--- src/rtl/vga_timing_pkg.sv ---
// Shared 640x480@60 timing constants, coordinate types and decode helpers
// for the VGA scan driver and its scroll accumulator.
package vga_timing_pkg;

   localparam int H_DISPLAY = 640;
   localparam int H_FRONT   = 16;
   localparam int H_SYNC    = 96;
   localparam int H_BACK    = 48;
   localparam int H_TOTAL   = H_DISPLAY + H_FRONT + H_SYNC + H_BACK;

   localparam int V_DISPLAY = 480;
   localparam int V_FRONT   = 10;
   localparam int V_SYNC    = 2;
   localparam int V_BACK    = 33;
   localparam int V_TOTAL   = V_DISPLAY + V_FRONT + V_SYNC + V_BACK;

   localparam int H_SYNC_START = H_DISPLAY + H_FRONT;
   localparam int H_SYNC_END   = H_SYNC_START + H_SYNC - 1;
   localparam int V_SYNC_START = V_DISPLAY + V_FRONT;
   localparam int V_SYNC_END   = V_SYNC_START + V_SYNC - 1;

   localparam int SCROLL_WRAP_DEFAULT = 640;

   localparam int COORD_W = 10;
   localparam int SPEED_W = 3;
   localparam int FRAME_W = 8;

   typedef logic [COORD_W-1:0] coord_t;

   typedef struct packed {
      logic hsync;
      logic vsync;
      logic display_on;
      logic line_tick;
      logic frame_tick;
   } scan_flags_t;

   // Inactive levels: syncs are active low, everything else active high.
   localparam scan_flags_t FLAGS_IDLE = '{hsync: 1'b1, vsync: 1'b1, display_on: 1'b0,
                                          line_tick: 1'b0, frame_tick: 1'b0};

   function automatic logic in_window(input coord_t v, input coord_t lo, input coord_t hi);
      return (v >= lo) && (v <= hi);
   endfunction

endpackage

--- src/rtl/scroll_accumulator.sv ---
// Per-frame modulo accumulator for the double-sine scroll offset:
// x_offset steps by speed whenever en is high and wraps at SCROLL_WRAP.
module scroll_accumulator #(
   parameter int SCROLL_WRAP = vga_timing_pkg::SCROLL_WRAP_DEFAULT
) (
   input  logic       clk,
   input  logic       reset,
   input  logic       en,
   input  logic [2:0] speed,
   output logic [9:0] x_offset
);
   import vga_timing_pkg::*;

   localparam logic [COORD_W:0] WRAP = (COORD_W + 1)'(SCROLL_WRAP);

   // One spare bit so offset + speed cannot overflow before the wrap compare.
   logic [COORD_W:0] sum;

   always_comb begin
      sum = {1'b0, x_offset} + {{(COORD_W + 1 - SPEED_W){1'b0}}, speed};
   end

   // NOTE: state registers use non-blocking assignments so every flop samples
   // pre-edge values; blocking here would make results depend on block order.
   always_ff @(posedge clk) begin
      if (reset) begin
         x_offset <= '0;
      end else if (en) begin
         if (sum >= WRAP) begin
            x_offset <= COORD_W'(sum - WRAP);
         end else begin
            x_offset <= sum[COORD_W-1:0];
         end
      end
   end

   offset_in_range : assert property (@(posedge clk) disable iff (reset)
                                      x_offset < WRAP[COORD_W-1:0]);

endmodule

--- src/rtl/vga_scan_driver.sv ---
// VGA raster source: pixel/line counters, sync and blanking decodes, line and
// frame strobes, a free-running frame counter and the per-frame scroll offset.
module vga_scan_driver #(
   parameter int H_DISPLAY   = vga_timing_pkg::H_DISPLAY,
   parameter int H_FRONT     = vga_timing_pkg::H_FRONT,
   parameter int H_SYNC      = vga_timing_pkg::H_SYNC,
   parameter int H_BACK      = vga_timing_pkg::H_BACK,
   parameter int V_DISPLAY   = vga_timing_pkg::V_DISPLAY,
   parameter int V_FRONT     = vga_timing_pkg::V_FRONT,
   parameter int V_SYNC      = vga_timing_pkg::V_SYNC,
   parameter int V_BACK      = vga_timing_pkg::V_BACK,
   parameter int SCROLL_WRAP = vga_timing_pkg::SCROLL_WRAP_DEFAULT
) (
   input  logic       clk,
   input  logic       reset,
   input  logic       pause,
   input  logic [2:0] speed,
   output logic       hsync,
   output logic       vsync,
   output logic       display_on,
   output logic [9:0] pix_x,
   output logic [9:0] pix_y,
   output logic       line_tick,
   output logic       frame_tick,
   output logic [9:0] x_offset,
   output logic [7:0] frame_count
);
   localparam int H_TOTAL      = H_DISPLAY + H_FRONT + H_SYNC + H_BACK;
   localparam int V_TOTAL      = V_DISPLAY + V_FRONT + V_SYNC + V_BACK;
   localparam int H_SYNC_START = H_DISPLAY + H_FRONT;
   localparam int H_SYNC_END   = H_SYNC_START + H_SYNC - 1;
   localparam int V_SYNC_START = V_DISPLAY + V_FRONT;
   localparam int V_SYNC_END   = V_SYNC_START + V_SYNC - 1;

   import vga_timing_pkg::*;

   localparam coord_t H_LAST    = coord_t'(H_TOTAL - 1);
   localparam coord_t V_LAST    = coord_t'(V_TOTAL - 1);
   localparam coord_t H_VIS     = coord_t'(H_DISPLAY);
   localparam coord_t V_VIS     = coord_t'(V_DISPLAY);
   localparam coord_t H_SYNC_LO = coord_t'(H_SYNC_START);
   localparam coord_t H_SYNC_HI = coord_t'(H_SYNC_END);
   localparam coord_t V_SYNC_LO = coord_t'(V_SYNC_START);
   localparam coord_t V_SYNC_HI = coord_t'(V_SYNC_END);

   coord_t               h_count;
   coord_t               v_count;
   logic [FRAME_W-1:0]   frames;
   scan_flags_t          flags;
   logic                 scroll_en;

   // Line counter advances on the same edge the pixel counter wraps.
   always_ff @(posedge clk) begin
      if (reset) begin
         h_count <= '0;
         v_count <= '0;
      end else if (h_count == H_LAST) begin
         h_count <= '0;
         v_count <= (v_count == V_LAST) ? '0 : v_count + 1'b1;
      end else begin
         h_count <= h_count + 1'b1;
      end
   end

   // NOTE: flags gets its full default before any branch, so no path through
   // this block leaves a bit unassigned and no latch is inferred.
   always_comb begin
      flags = FLAGS_IDLE;
      if (!reset) begin
         flags.hsync      = !in_window(h_count, H_SYNC_LO, H_SYNC_HI);
         flags.vsync      = !in_window(v_count, V_SYNC_LO, V_SYNC_HI);
         flags.display_on = (h_count < H_VIS) && (v_count < V_VIS);
         flags.line_tick  = (h_count == H_LAST);
         flags.frame_tick = (h_count == '0) && (v_count == V_VIS);
      end
   end

   // Frame count ignores pause; only the scroll offset freezes.
   always_ff @(posedge clk) begin
      if (reset) begin
         frames <= '0;
      end else if (flags.frame_tick) begin
         frames <= frames + 1'b1;
      end
   end

   assign scroll_en = flags.frame_tick && !pause;

   scroll_accumulator #(
      .SCROLL_WRAP (SCROLL_WRAP)
   ) u_scroll (
      .clk      (clk),
      .reset    (reset),
      .en       (scroll_en),
      .speed    (speed),
      .x_offset (x_offset)
   );

   assign hsync       = flags.hsync;
   assign vsync       = flags.vsync;
   assign display_on  = flags.display_on;
   assign line_tick   = flags.line_tick;
   assign frame_tick  = flags.frame_tick;
   assign pix_x       = h_count;
   assign pix_y       = v_count;
   assign frame_count = frames;

endmodule

--- config.mk ---
export PLATFORM = sky130hd
export DESIGN_NAME = vga_scan_driver
export DESIGN_NICKNAME = d
export VERILOG_FILES = /design/src/rtl/vga_timing_pkg.sv /design/src/rtl/scroll_accumulator.sv /design/src/rtl/vga_scan_driver.sv
export SDC_FILE = /design/constraint.sdc
export NUM_CORES = 1
export LEC_CHECK = 0
export BUFFER_PORTS_ARGS = -buffer_cell sky130_fd_sc_hd__clkbuf_2
export CORE_MARGIN = 4
export CORE_UTILIZATION = 50
export DETAILED_ROUTE_END_ITERATION = 10
export HOLD_SLACK_MARGIN = 0.06
export PLACE_DENSITY = 0.75
export SLEW_MARGIN = 20
export SYNTH_ARGS = -nofsm -noshare
export SYNTH_HDL_FRONTEND = slang
export SYNTH_SLANG_ARGS = --single-unit
--- constraint.sdc ---
create_clock -name clk -period 4.7 [get_ports clk]
set_clock_uncertainty 0.1 [all_clocks]
set_input_delay 0.47 -clock clk [delete_from_list [all_inputs] [get_ports clk]]
set_output_delay 0.47 -clock clk [all_outputs]
set_load 0.01 [all_outputs]
==> results of run 1 <==
worst reg2reg max path, cell delays in order (launching register included):
cell                       delay, ns
sky130_fd_sc_hd__dfxtp_1        0.33
sky130_fd_sc_hd__ha_1           0.22
sky130_fd_sc_hd__fa_1           0.46
sky130_fd_sc_hd__a21oi_4        0.24
sky130_fd_sc_hd__or3_1          0.21
sky130_fd_sc_hd__xor2_1         0.18
sky130_fd_sc_hd__ha_1           0.24
sky130_fd_sc_hd__o31ai_1        0.09
sky130_fd_sc_hd__a32o_1         0.23
sky130_fd_sc_hd__a31o_2         0.25
sky130_fd_sc_hd__o21a_1         0.19
sky130_fd_sc_hd__a211oi_2       0.18
flip-flops by register name (all words and copies together) (netlist names):
register / count
frame_count: 8
pix_x: 10
pix_y: 10
u_scroll.x_offset: 10
worst min path at each step:
stage,to,slack (ns),start,depth (start not counted)
4_1_cts,pix_x[0]$_SDFF_PP0_,0.39,pix_x[0]$_SDFF_PP0_,1
3_3_place_gp,pix_x[0]$_SDFF_PP0_,0.38,pix_x[0]$_SDFF_PP0_,1
5_1_grt,frame_count[6]$_SDFFE_PP0P_,0.43,frame_count[6]$_SDFFE_PP0P_,2
6_report,pix_x[0]$_SDFF_PP0_,0.39,pix_x[0]$_SDFF_PP0_,1
2_1_floorplan,pix_x[0]$_SDFF_PP0_,0.39,pix_x[0]$_SDFF_PP0_,1
3_5_place_dp,pix_x[0]$_SDFF_PP0_,0.38,pix_x[0]$_SDFF_PP0_,1
power by group through the flow:
stage | logic [mW] | registers [mW] | clock network (mW)
2_1_floorplan | 0.0153 | 0.335 | 0
3_3_place_gp | 0.0236 | 0.335 | 0
3_5_place_dp | 0.0240 | 0.335 | 0
4_1_cts | 0.0242 | 0.327 | 0.242
5_1_grt | 0.0269 | 0.327 | 0.249
6_report | 0.0238 | 0.327 | 0.235
stage by stage:
stage | setup WS, ns | area (µm²)
2_1_floorplan | 1.80 | 2190
3_3_place_gp | 1.57 | 2420
3_5_place_dp | 1.46 | 2420
4_1_cts | 1.69 | 2510
5_1_grt | 1.49 | 2510
6_report | 1.71 | 2510
placed cells by master, fill, tap and decap left out, types with 3 or more instances in the layout:
cell type | netlist | routed
sky130_fd_sc_hd__nand3_1 | 12 | 12
sky130_fd_sc_hd__mux2i_1 | 6 | 6
sky130_fd_sc_hd__nor4_1 | 5 | 5
sky130_fd_sc_hd__nor2_1 | 48 | 48
sky130_fd_sc_hd__xor2_1 | 15 | 15
sky130_fd_sc_hd__nand2b_1 | 5 | 5
sky130_fd_sc_hd__ha_1 | 10 | 10
sky130_fd_sc_hd__nor3_1 | 7 | 7
sky130_fd_sc_hd__clkbuf_2 | 0 | 48
sky130_fd_sc_hd__dfxtp_1 | 38 | 38
sky130_fd_sc_hd__inv_1 | 10 | 10
sky130_fd_sc_hd__a21o_1 | 3 | 3
sky130_fd_sc_hd__nand4_1 | 6 | 6
sky130_fd_sc_hd__a21oi_1 | 8 | 8
sky130_fd_sc_hd__clkbuf_8 | 2 | 6
sky130_fd_sc_hd__or3_1 | 5 | 5
sky130_fd_sc_hd__nand2_1 | 14 | 14
sky130_fd_sc_hd__o21ai_0 | 6 | 6
sky130_fd_sc_hd__xnor2_1 | 13 | 13
cell type report:
class,instances,area [µm²]
Fill cell,379,1610
Sequential cell,38,761
Timing Repair Buffer,48,240
Multi-Input combinational cell,197,1320
Clock buffer,7,86.3
Clock inverter,1,5.00
Tap cell,50,62.6
Inverter,10,37.5
per-layer routing:
layer	up-vias	part of all wire (%)	GRT usage (%)	wire length, µm
met2	35	47	30.1	2200
met4	0	1.9	8.50	91
met1	884	47	23.7	2210
li1	968	-	-	-
met5	-	0	0	0
met3	8	4.0	4.05	187
synthesized netlist by cell type, types with 3 or more instances:
cell and instances:
sky130_fd_sc_hd__xnor2_1 13, sky130_fd_sc_hd__ha_1 10, sky130_fd_sc_hd__nor3_1 7, sky130_fd_sc_hd__nand4_1 6, sky130_fd_sc_hd__inv_1 10, sky130_fd_sc_hd__nand2_1 14
sky130_fd_sc_hd__a21o_1 3, sky130_fd_sc_hd__mux2i_1 6, sky130_fd_sc_hd__or3_1 5, sky130_fd_sc_hd__o21ai_0 6, sky130_fd_sc_hd__dfxtp_1 38, sky130_fd_sc_hd__buf_6 3
sky130_fd_sc_hd__nand2b_1 5, sky130_fd_sc_hd__a21oi_1 8, sky130_fd_sc_hd__nand3_1 12, sky130_fd_sc_hd__nor4_1 5, sky130_fd_sc_hd__nor2_1 48, sky130_fd_sc_hd__xor2_1 15
logic make-up after synthesis:
kind of cell    after synthesis  synth area share (%)
flops                        38                  34.7
fa+ha+maj                    11                  6.61
xor+xnor                     28                  11.2
mux                           6                  2.74
buf+inv                      19                  5.30
compound gates               35                  11.7
simple gates                117                  27.8
==> flow_summary.toml, run 1 <==
[placement]
dp_hpwl_um = 3400
numPlacedInstances = 343
numPortBuffers = 48
gpl.final_weighted_congestion = 0.906

[run_status]
outcome = "finished, final reports clean"

[setup_path]
cell_depth_of_the_worst_setup_path = 11
cp_slowest_stage_delay_ns = 0.46
cp_cell_sequence = "ha_1, fa_1, a21oi_4, or3_1, xor2_1, ha_1, o31ai_1, a32o_1, a31o_2, o21a_1, a211oi_2"
timing.critical_path.required_ns = 4.82
critical_path.slowest_cell = "sky130_fd_sc_hd__fa_1"
worst_r2r_src = "u_scroll.x_offset[0]$_SDFFE_PP0P_"
critical_path.n_buffers_inverters = 0
worstRegToRegCells = 11
critical_path_source_type = "register"
critical-path-top-delay-family = "compound AO/OA/AOI/OAI gates"
crit_arrival_ns = 3.11
endpoint = "u_scroll.x_offset[7]$_SDFFE_PP0P_"
worst-r2r-setup-slack_ns = 1.71
timing.critical_path.to_type = "register"
critPathLaunch = "u_scroll.x_offset[0]$_SDFFE_PP0P_"
setup.worst_path.class = "reg -> reg"
timing.critical_path.mode_cell = "sky130_fd_sc_hd__ha_1"
crit_path_max_fanout = 6
crit-reg2reg-capture = "u_scroll.x_offset[7]$_SDFFE_PP0P_"

[clock_tree]
cts_made_buffers = 5
cts-resized-gates = 0
cts_hold_buffers = 0
cts.root.buffer_cell = "sky130_fd_sc_hd__clkbuf_8"
cts_clock_pin_slew_for_the_worst_setup_and_hold_paths_ns = 0.07
worstSkewPairLatency_ns = 0.30
cts.sink_count = 38
cts_setup_buffers = 0
cts_tree = "yes"
clock_tree_buf_depth = 2
ctsHtreeMaxLevel = 2

[route]
avgRoutedWirePerCell_um = 13.4
wire_length_reported_by_the_detailed_router_um = 4690
vias_per_cell = 5.40
drt_iter0_drcs = 98
drt-pass1-iter-count = 4
ant_nets = 0
dr_total_vias = 1895
remaining_drc_errors = 0

[yosys]
synth.area.top_cells = "sky130_fd_sc_hd__dfxtp_1 35%, sky130_fd_sc_hd__nor2_1 8.2%, sky130_fd_sc_hd__xor2_1 6.0%, sky130_fd_sc_hd__ha_1 5.7%, sky130_fd_sc_hd__xnor2_1 5.2%"
synthDominantCellAreaShare_pct = 34.7
syn-mean-instance-area_um2 = 8.64
syn-instance-count = 254
synth.yosys.seq_area_share_pct = 34.7
synth_top_area_cell = "sky130_fd_sc_hd__dfxtp_1"
ys_types = 51
ys_seq_elements = 38
synth_ff_type = "sky130_fd_sc_hd__dfxtp_1"
netlist_area_um2 = 2190
synth_edf_count = 0
ys_async_sr_fraction_pct = 0
synth_fp_nets = 271
total_of_warnings_raised_by_yosys = 0

[final_layout]
areaGrowthSynthToFinish_pct = 14.4
share_of_layout_cells_above_drive_strength_1_pct = 23.6
fin_util_pct = 61.0
antenna-diode-count = 0
layout.nets = 317
final-instance-count-excl-fill = 351

[power_and_ir_drop]
max-vdd-ir-drop_uv = 207
p_seq_share_pct = 55.8
p_int_uw = 452
share_comb_of_total_power_pct = 4.1
static-leakage-power_nw = 1.02
switching_power_summed_over_all_nets_uw = 134
power.share.switching_pct = 22.9
clock_power_share_pct = 40.1
final_power_uw = 586
power.density_cell_area_nw_per_um2 = 233

[global_route]
grtUsageTotal_pct = 18.6
antenna_found_initial = 0
grt_first_pass_wirelength_um = 8100
grt_overflow_total = 0
maximum_number_of_pins_on_one_net_before_global_route_repair = 31
via_count_of_the_first_global_routing_pass = 1766

[floorplan]
die_y_um = 74.3
die_x_extent_um = 74.3
rows = 23
pin_count = 49
start_util_pct = 53.3
placeableCoreArea_um2 = 4120
die-area_um2 = 5510

[timing]
fmax_mhz = 335
finalSetupViolations = 0
fin_setup_tns_ns = 0
slew_viol_final = 0
layout_min_cycle_time_ns = 2.99
finalCritPeriodShare_pct = 63.5
worst-slew-pin-transition_ns = 0.634
timing.max_slew.rel_slack_pct = 57.8
finalHoldViolCount = 0
grt_setup_unrepaired = "false"
final.hold.worst_slack_ns = 0.392

[worst_hold_path]
holdCritPathClass = "reg -> reg"

[flow_run]
max_cap_violations = 0
Note: power is estimated with default switching activity, not from simulation.
==> run 2: changes to the inputs <==
Settings changed: CORE_UTILIZATION 50 to 49, PLACE_DENSITY 0.75 to 0.76.
Clock period 4.7 ns to 2.4 ns, I/O delays scaled along.
==> flow_summary.toml, run 2 (synthesis results as in run 1) <==
[clock_tree]
cts_hold_buffers = 0
ctsHtreeMaxLevel = 2
cts.root.buffer_cell = "sky130_fd_sc_hd__clkbuf_8"
cts_made_buffers = 5
cts.sink_count = 38
cts_tree = "yes"
clock_tree_buf_depth = 2
cts_clock_pin_slew_for_the_worst_setup_and_hold_paths_ns = 0.08
worstSkewPairLatency_ns = 0.28

[timing]
finalCritPeriodShare_pct = 106
worst-slew-pin-transition_ns = 0.414
slew_viol_final = 0
timing.max_slew.rel_slack_pct = 72.3
finalHoldViolCount = 0
post-route-worst-setup-slack_ns = -0.149
fmax_mhz = 392
layout_min_cycle_time_ns = 2.55
grt_setup_unrepaired = "true"
finalSetupViolations = 3

[final_layout]
share_of_layout_cells_above_drive_strength_1_pct = 32.1
layout.cells.most_common_list = "48 x sky130_fd_sc_hd__nor2_1, 48 x sky130_fd_sc_hd__clkbuf_2, 35 x sky130_fd_sc_hd__dfxtp_1"
n_fill_cell = 397
layout.nets = 338
antenna-diode-count = 0
fin_util_pct = 62.4
areaGrowthSynthToFinish_pct = 23.8
total_area_of_multi_input_combinational_cells_um2 = 1370
regArea_um2 = 767

[setup_path]
critical_path_source_type = "register"
crit_path_max_fanout = 5
critical-path-top-delay-family = "compound AO/OA/AOI/OAI gates"
timing.critical_path.required_ns = 2.51
crit_arrival_ns = 2.66
timing.critical_path.to_type = "register"
setup.worst_path.class = "reg -> reg"
critical_path.n_buffers_inverters = 1
cp_slowest_stage_delay_ns = 0.36
cp_cell_sequence = "ha_4, fa_2, a21oi_4, buf_4, xnor2_1, or3_1, a21oi_2, nand3_1, a211o_1, a311oi_2"
critical_path.slowest_cell = "sky130_fd_sc_hd__fa_2"

[floorplan]
rows = 24
die-area_um2 = 5610
die_y_um = 74.9
pin_count = 49
die_x_extent_um = 74.9
start_util_pct = 50.4
placeableCoreArea_um2 = 4350

[placement]
dp_hpwl_um = 3660
post-place-ws_ns = -0.236
numPortBuffers = 48
gpl.final_weighted_congestion = 0.858

[route]
drt-pass1-iter-count = 4
avgRoutedWirePerCell_um = 13.5
remaining_drc_errors = 0
ant_nets = 0
dr_total_vias = 2030
drt_iter0_drcs = 86
vias_per_cell = 5.44
wire_length_reported_by_the_detailed_router_um = 5030

[flow_run]
max_cap_violations = 0

[worst_hold_path]
holdCritPathClass = "in -> reg"

[global_route]
grtUsageTotal_pct = 19.1
via_count_of_the_first_global_routing_pass = 1890
grt_first_pass_wirelength_um = 8400
grt_overflow_total = 0
maximum_number_of_pins_on_one_net_before_global_route_repair = 30
antenna_found_initial = 0

[power_and_ir_drop]
power.density_cell_area_nw_per_um2 = 410
static-leakage-power_nw = 1.12
max-vdd-ir-drop_uv = 256

[run_status]
violations_in_the_final_reports = "negative setup slack"
outcome = "complete, but fails checks"
## run 2: changes by cell type in the layout (fill, tap and decap cells not counted), moves of 2 or more
cell                      previous run  this run
sky130_fd_sc_hd__ha_4                0         2
sky130_fd_sc_hd__dfxtp_2             0         2
sky130_fd_sc_hd__buf_4               0        21
sky130_fd_sc_hd__ha_1               10         7
sky130_fd_sc_hd__dfxtp_1            38        35
## run 2: what timing repair did
item | 4_1_cts | 5_1_grt
setup buffers | 2 | 3
endpoints found under the setup margin | 4 | 5
gates resized for setup | 3 | 3
pin swaps | 6 | 6
## run 2: area by class of cell
cell class / instances / share of cell area [%]
multi-input combinational: 197 / 50.5
sequential: 38 / 28.2
timing repair buffer: 69 / 14.6
clock buffer: 6 / 2.67
tap: 52 / 2.39
inverter: 10 / 1.38
clock inverter: 1 / 0.230
## run 2: path summary, 6_finish.rpt
kind | end | from | depth (start not counted) | slack, ns
setup reg to reg | u_scroll.x_offset[9]$_SDFFE_PP0P_ | u_scroll.x_offset[0]$_SDFFE_PP0P_ | 10 | -0.15
hold / removal | u_scroll.x_offset[7]$_SDFFE_PP0P_ | pause | 3 | 0.24
setup / recovery | u_scroll.x_offset[9]$_SDFFE_PP0P_ | u_scroll.x_offset[0]$_SDFFE_PP0P_ | 10 | -0.15
hold reg to reg | pix_x[0]$_SDFF_PP0_ | pix_x[0]$_SDFF_PP0_ | 1 | 0.36
## run 2: through the flow
stage,setup TNS (ns),area (µm²),std cells,hold WS (ns),total power [mW]
after floorplan,-0.369,2240,254,0.354,0.686
after global placement,-0.337,2580,361,0.376,0.704
after detailed placement,-0.553,2580,361,0.386,0.705
after CTS,-0.579,2690,370,0.232,1.12
after global routing,-0.759,2720,373,0.240,1.16
final,-0.430,2720,373,0.243,1.11
## run 2: worst reg2reg max path: cells and delay by family (launching register included)
| family | cells | cell delay [ns] |
|---|---|---|
| compound gates | 4 | 0.88 |
| xor+xnor | 1 | 0.06 |
| flops | 1 | 0.34 |
| fa+ha+maj | 2 | 0.52 |
| buf+inv | 1 | 0.15 |
| simple gates | 2 | 0.41 |
## run 2: metal layers
metal / up-vias / global-route usage (%) / wire (µm)
li1: 1009 / - / -
met1: 958 / 23.5 / 2210
met2: 55 / 32.9 / 2520
met3: 8 / 4.54 / 256
met4: 0 / 6.13 / 44
met5: - / 0 / 0
## run 2: where the power goes
part,internal [mW],total [mW],switching [mW]
clock network,0.200,0.424,0.223
logic,0.0212,0.0509,0.0297
registers,0.633,0.640,0.00622
total,0.855,1.11,0.259
